## src/rtl/regfile_pkg.sv

```systemverilog
// Shared constants for the parametrised register file with pending scoreboard.
// Holds default geometry, the hardwired-zero (XZR) index and the address-width rule.
package regfile_pkg;

    localparam int DEF_WIDTH  = 64;
    localparam int DEF_DEPTH  = 32;
    localparam int DEF_RPORTS = 2;
    localparam int XZR        = 31;

    // Address width for a power-of-two register count (at least one bit).
    function automatic int addr_width(input int depth);
        return (depth > 1) ? $clog2(depth) : 1;
    endfunction

    localparam int DEF_AW = addr_width(DEF_DEPTH);

endpackage

```

## src/rtl/regfile_scoreboard_if.sv

```systemverilog
// Issue/writeback bus of the register file scoreboard.
// master = issue/writeback side, slave = register file.
interface regfile_scoreboard_if
    import regfile_pkg::*;
#(
    parameter int WIDTH  = DEF_WIDTH,
    parameter int DEPTH  = DEF_DEPTH,
    parameter int RPORTS = DEF_RPORTS
) ();
    localparam int AW = addr_width(DEPTH);

    logic [RPORTS*AW-1:0]    SA;
    logic [RPORTS*WIDTH-1:0] A;
    logic [RPORTS-1:0]       A_rdy;
    logic [WIDTH-1:0]        D;
    logic [AW-1:0]           DA;
    logic                    W;
    logic                    RSV;
    logic [AW-1:0]           RA;
    logic                    rsv_ok;
    logic [DEPTH-1:0]        busy;
    logic [AW:0]             pend_cnt;

    modport master (
        output SA, D, DA, W, RSV, RA,
        input  A, A_rdy, rsv_ok, busy, pend_cnt
    );

    modport slave (
        input  SA, D, DA, W, RSV, RA,
        output A, A_rdy, rsv_ok, busy, pend_cnt
    );
endinterface

```

## src/rtl/regfile_read_port.sv

```systemverilog
// One combinational read port: array mux, busy lookup, zero-register masking.
// With REGFILE_BYPASS_EN defined, a same-cycle write to the addressed register
// is forwarded to the port and reported ready.
module regfile_read_port
    import regfile_pkg::*;
#(
    parameter int WIDTH    = DEF_WIDTH,
    parameter int DEPTH    = DEF_DEPTH,
    parameter int AW       = addr_width(DEPTH),
    parameter int ZERO_REG = XZR
) (
`ifdef REGFILE_BYPASS_EN
    input  logic                        wr_en_i,
    input  logic [AW-1:0]               wr_addr_i,
    input  logic [WIDTH-1:0]            wr_data_i,
`endif
    input  logic [AW-1:0]               sa_i,
    input  logic [DEPTH-1:0][WIDTH-1:0] regs_i,
    input  logic [DEPTH-1:0]            busy_i,
    output logic [WIDTH-1:0]            data_o,
    output logic                        rdy_o
);
    localparam logic [AW-1:0] ZA = AW'(ZERO_REG);

    // Select stored data and ready flag; bypass first, zero register last so it always wins.
    always_comb begin
        // NOTE: every output gets a default first so no path can infer a latch.
        data_o = regs_i[sa_i];
        rdy_o  = ~busy_i[sa_i];
`ifdef REGFILE_BYPASS_EN
        if (wr_en_i && (wr_addr_i == sa_i) && (wr_addr_i != ZA)) begin
            data_o = wr_data_i;
            rdy_o  = 1'b1;
        end
`endif
        if (sa_i == ZA) begin
            data_o = '0;
            rdy_o  = 1'b1;
        end
    end
endmodule

```

## src/rtl/regfile_scoreboard.sv

```systemverilog
// Register file with hardwired zero register and per-register pending scoreboard.
// Issue reserves a destination (busy bit set), writeback fills it and clears the bit.
// Optional same-cycle write-to-read bypass: define REGFILE_BYPASS_EN.
module regfile_scoreboard
    import regfile_pkg::*;
#(
    parameter int WIDTH    = DEF_WIDTH,
    parameter int DEPTH    = DEF_DEPTH,
    parameter int RPORTS   = DEF_RPORTS,
    parameter int ZERO_REG = XZR
) (
    input  logic                 clock,
    input  logic                 reset,
    regfile_scoreboard_if.slave  bus
);
    localparam int            AW  = addr_width(DEPTH);
    localparam logic [AW-1:0] ZA  = AW'(ZERO_REG);
    localparam logic [AW:0]   ONE = (AW+1)'(1);

    logic [DEPTH-1:0][WIDTH-1:0] regs_q;
    logic [DEPTH-1:0]            busy_q, busy_d;
    logic [AW:0]                 cnt_q, cnt_d;
    logic                        wr_eff, rsv_grant, rsv_set, cnt_inc, cnt_dec;

    logic [RPORTS-1:0][WIDTH-1:0] rd_data;
    logic [RPORTS-1:0]            rd_rdy;

    assign wr_eff    = bus.W && (bus.DA != ZA);
    assign rsv_grant = bus.RSV && (~busy_q[bus.RA] || (bus.RA == ZA));
    assign rsv_set   = rsv_grant && (bus.RA != ZA);

    // Next busy bitmap and pending count; the reserve is applied after the write so it wins on DA==RA.
    always_comb begin
        busy_d = busy_q;
        if (wr_eff)  busy_d[bus.DA] = 1'b0;
        if (rsv_set) busy_d[bus.RA] = 1'b1;

        cnt_inc = rsv_set;
        cnt_dec = wr_eff && busy_q[bus.DA] && !(rsv_set && (bus.RA == bus.DA));
        cnt_d   = cnt_q;
        if (cnt_inc && !cnt_dec)      cnt_d = cnt_q + ONE;
        else if (cnt_dec && !cnt_inc) cnt_d = cnt_q - ONE;
    end

    // Scoreboard state: busy bitmap and its population count.
    always_ff @(posedge clock or posedge reset) begin
        // NOTE: sequential state uses non-blocking assignments only.
        if (reset) begin
            busy_q <= '0;
            cnt_q  <= '0;
        end else begin
            busy_q <= busy_d;
            cnt_q  <= cnt_d;
        end
    end

    // Register array; XZR is never written so it stays at its reset value.
    always_ff @(posedge clock or posedge reset) begin
        // NOTE: the array is reset on purpose: every register must read 0 during and after reset.
        if (reset) begin
            regs_q <= '0;
        end else if (wr_eff) begin
            regs_q[bus.DA] <= bus.D;
        end
    end

    for (genvar i = 0; i < RPORTS; i++) begin : g_rd
        regfile_read_port #(
            .WIDTH    (WIDTH),
            .DEPTH    (DEPTH),
            .AW       (AW),
            .ZERO_REG (ZERO_REG)
        ) u_rd (
`ifdef REGFILE_BYPASS_EN
            .wr_en_i   (bus.W),
            .wr_addr_i (bus.DA),
            .wr_data_i (bus.D),
`endif
            .sa_i      (bus.SA[i*AW +: AW]),
            .regs_i    (regs_q),
            .busy_i    (busy_q),
            .data_o    (rd_data[i]),
            .rdy_o     (rd_rdy[i])
        );
    end

    assign bus.A        = rd_data;
    assign bus.A_rdy    = rd_rdy;
    assign bus.rsv_ok   = rsv_grant;
    assign bus.busy     = busy_q;
    assign bus.pend_cnt = cnt_q;
endmodule

```

## src/flat_wrapper.sv

```systemverilog
// flat-port wrapper written by rule: the top's interface ports become plain ports
module regfile_scoreboard_flat import regfile_pkg::*;
#(
    parameter int WIDTH    = DEF_WIDTH,
    parameter int DEPTH    = DEF_DEPTH,
    parameter int RPORTS   = DEF_RPORTS,
    parameter int ZERO_REG = XZR
)
  (clock, reset, bus_SA, bus_D, bus_DA, bus_W, bus_RSV, bus_RA, bus_A, bus_A_rdy, bus_rsv_ok, bus_busy, bus_pend_cnt);
  regfile_scoreboard_if #(.WIDTH(WIDTH), .DEPTH(DEPTH), .RPORTS(RPORTS)) bus_i ();
  input  logic clock;
  input  logic reset;
  input wire logic [$bits(bus_i.SA)-1:0] bus_SA;
  input wire logic [$bits(bus_i.D)-1:0] bus_D;
  input wire logic [$bits(bus_i.DA)-1:0] bus_DA;
  input wire logic [$bits(bus_i.W)-1:0] bus_W;
  input wire logic [$bits(bus_i.RSV)-1:0] bus_RSV;
  input wire logic [$bits(bus_i.RA)-1:0] bus_RA;
  output wire logic [$bits(bus_i.A)-1:0] bus_A;
  output wire logic [$bits(bus_i.A_rdy)-1:0] bus_A_rdy;
  output wire logic [$bits(bus_i.rsv_ok)-1:0] bus_rsv_ok;
  output wire logic [$bits(bus_i.busy)-1:0] bus_busy;
  output wire logic [$bits(bus_i.pend_cnt)-1:0] bus_pend_cnt;
  assign bus_i.SA = bus_SA;
  assign bus_i.D = bus_D;
  assign bus_i.DA = bus_DA;
  assign bus_i.W = bus_W;
  assign bus_i.RSV = bus_RSV;
  assign bus_i.RA = bus_RA;
  assign bus_A = bus_i.A;
  assign bus_A_rdy = bus_i.A_rdy;
  assign bus_rsv_ok = bus_i.rsv_ok;
  assign bus_busy = bus_i.busy;
  assign bus_pend_cnt = bus_i.pend_cnt;
  regfile_scoreboard #(.WIDTH(WIDTH), .DEPTH(DEPTH), .RPORTS(RPORTS), .ZERO_REG(ZERO_REG)) u_core (.clock(clock), .reset(reset), .bus(bus_i));
endmodule
```

## config.mk

```make
export PLATFORM = sky130hd
export DESIGN_NAME = regfile_scoreboard_flat
export DESIGN_NICKNAME = d
export VERILOG_FILES = /design/src/rtl/regfile_pkg.sv /design/src/rtl/regfile_scoreboard_if.sv /design/src/rtl/regfile_read_port.sv /design/src/rtl/regfile_scoreboard.sv /design/src/flat_wrapper.sv
export SDC_FILE = /design/constraint.sdc
export NUM_CORES = 2
export LEC_CHECK = 0
export CORE_MARGIN = 3
export CORE_UTILIZATION = 55
export DETAILED_ROUTE_END_ITERATION = 6
export GPL_ROUTABILITY_DRIVEN = 0
export PLACE_DENSITY = 0.72
export SLEW_MARGIN = 40
export SYNTH_ARGS = -nofsm -noshare
export SYNTH_HDL_FRONTEND = slang
export SYNTH_SLANG_ARGS = --single-unit
```

## constraint.sdc

```tcl
create_clock -name clock -period 103 [get_ports clock]
set_clock_uncertainty 0.2 [all_clocks]
set_input_delay 20.6 -clock clock [delete_from_list [all_inputs] [get_ports clock]]
set_output_delay 20.6 -clock clock [all_outputs]
set_load 0.02 [all_outputs]
```

==> run metrics <==
Worst path slowest cell=buf_4; setup violators final=0; Sw Share=27.6%; final setup margin=56.59 ns; die height=453 um; First DRT Iteration DRCs=roughly 8000; initial core utilization=between 50% and 60%; status=finished with violations; DRC=5; NetSw=between 600 and 700 uW; Placement Setup Slack=around 57 ns; top cells by area, synth=dfrtp_1 (47%), mux2_2 (20%), mux4_2 (16%); clock sinks=~2100; gr usage total=between 30% and 40%; clock latency at the later pin of the worst-skew pair=0.86 ns; Post-Syn Area=between 0.1 and 0.15 mm2; worst path bufs/invs=7; WL final=between 300000 and 400000 um; P_leak=roughly 53 nW; worst min-delay path category=flop to flop; most numerous cell in the Yosys netlist=dfrtp_1; Synth top area share=between 40 and 50%; post-synth cell types=54; PortBufs=~260; clk slew on worst S/H paths=0.06 ns; highest clock rate=around 0.022 GHz; Row Count=around 160; post-layout net count=between 7000 and 8000; Synth Register Bits=2086; fin. max-slew vios=0; Pre-Repair DR Iteration Count=7; CP peak stage delay=between 0.8 and 0.9 ns; Non-Filler Instances=approximately 10000; clock period minus worst slack=between 40 and 50 ns; unrepaired setup endpoints after global routing=false; initial antenna violation count=25; routed vias/inst=approximately 7.2; Min Hold Slack=around 0.2 ns; register area share after synthesis=47.5%; global-route wire length before repair=505000 um; critical path startpoint category=input port; PwrDens=19.8 mW/mm2; final period utilization=45.1%; violated checks=DRC; total number of vias=about 73000; Avg WL per Cell=33.3 um; number of synthesized flops with an enable pin=0; cell area after layout=approximately 0.12 mm2; H-tree depth=4; CTS Buf Count=219; Crit Path Max Fanout=approximately 60; Worst Setup End Kind=output pin; Post-CTS Hold Fix Bufs=0; clock share of power=between 30% and 40%; Worst Path Required=between 80 and 90 ns; area delta synth->final=10.9%; ys async rst share=100%; CTS tree=done; VDD IR max=0.0000207 V; Most common cell on crit path=buf_4; # Max-Cap Violations=0; Final Util=between 60% and 70%; Gate Count Post-Synth=7632; GRT overflow=0; Die W=453 um; Die ar.=0.205 mm2; crit path DAT=25.61 ns; Internal Power=1.75 mW; DPL Wire Length=184000 um; layout cells sized above 1=between 40% and 50%; area leader, netlist=dfrtp_1; CTS-repair resized insts=0; core footprint=roughly 0.20 mm2; Root Driver=clkbuf_16; setup TNS=0 ns; syn avg cell area=~14 um2; post-synth net total=between 7000 and 8000; sequential share of power=between 40% and 50%; Longest Clk Path Bufs=3; placed insts=slightly below 10000; slew margin rel.=around 38%; CP top delay family=buffers and inverters; Comb power frac=slightly above 20%; critical path type=input port to output pin; vias in the first global route=75400; Synth Flop Type=dfrtp_1; Placed Area=0.114 mm2; Synth top cells by count=dfrtp_1 (2086), mux2_2 (1968), mux4_2 (792); largest net degree at the start of global routing=roughly 160; Final Hold Viols=0; Synthesis Warnings=0; Final Power=approximately 2.4 mW; post-CTS setup buffers=0; IO Count=257; worst-margin pin slew=around 0.93 ns; worst path cell trace=buf_8 > buf_4 > buf_4 > buf_4 > buf_4 > buf_12 > mux4_2 > a211oi_1 > nand2_1 > and3_1 > clkdlybuf4s50_1; antenna-violating nets left=0
==> worst register-to-register path, stage by stage, from the launching register on <==
cell      delay (ns)
dfrtp_1         0.48
mux2_1          0.35
a221oi_1        0.36
o221ai_2        0.33
nor4_4          0.60
and2b_1         0.20
ha_1            0.21
inv_1           0.14
ha_1            0.32
a21oi_1         0.16
nand2_1         0.10
a31oi_1         0.22
mux2i_1         0.25
xnor2_1         0.13
==> cell type report <==
type | instances | area, um2
fill | 14600 | 76000
multi-input combinational | 4626 | 54400
sequential | 2086 | 52200
clock buffer | 331 | 6580
timing repair buffer | 432 | 4440
tap | 2640 | 3300
clock inverter | 70 | 977
inverter | 13 | 61.3
antenna | 12 | 30.0
==> layout by cell type, fill, tap and decap left out, drive strengths merged, types with 81 or more instances in the layout <==
cell              n
mux2i           524
nand2           186
buf             247
o22ai           131
o21ai            81
a21oi           187
clkdlybuf4s50   184
mux4            792
dfrtp          2086
mux2           1989
o221ai          130
a22oi           207
clkbuf          332
==> per-layer routing <==
layer | wire (um) | up-vias | share of wire [%] | global-route usage (%)
met4 | 15000 | 8 | 4.4 | 14.0
met2 | 160000 | 3920 | 47 | 51.6
li1 | - | 29000 | - | -
met1 | 134000 | 39500 | 39 | 44.9
met3 | 31000 | 833 | 9.1 | 6.98
met5 | 54 | - | 0.016 | 0
==> state kept, by name (all words and copies together) (netlist names) <==
name and cells:
u_core.bus.busy 32, u_core.bus.pend_cnt 6, u_core.regs_q 2048
==> power by group through the flow <==
stage	logic, mW	clock network (mW)	registers [mW]
after global placement	0.475	0	1.09
after floorplan	0.378	0	1.08
after CTS	0.492	0.839	1.09
final	0.492	0.830	1.10
after detailed placement	0.489	0	1.10
after global routing	0.526	0.872	1.11
==> kinds of logic (layout without fill, tap and decap cells) <==
family                   after synthesis  count (layout)  synth area share, %
multiplexers                        3305            3305                 41.4
buffers and inverters                920             846                 3.41
flip-flops                          2086            2086                 47.5
XOR/XNOR                               5               5               0.0398
AND/OR/NAND/NOR                      361             361                 1.61
AO/OA/AOI/OAI                        948             948                 6.03
other                                  0              12                    0
adder cells (fa/ha/maj)                7               7               0.0865
==> worst paths after layout <==
check / depth (start not counted) / slack (ns) / to / startpoint
setup / recovery: 11 / 56.59 / bus_A[43] / bus_SA[1]
hold / removal: 0 / 0.20 / u_core.regs_q[2027] / u_core.regs_q[2027]
setup reg to reg: 13 / 98.86 / u_core.bus.pend_cnt[5] / u_core.bus.busy[30]
hold reg to reg: 0 / 0.20 / u_core.regs_q[2027] / u_core.regs_q[2027]
max in group asynchronous: 8 / 78.73 / u_core.regs_q[162] / reset
min in group asynchronous: 2 / 20.03 / u_core.regs_q[1792] / reset
Note: power is estimated with default switching activity, not from simulation.
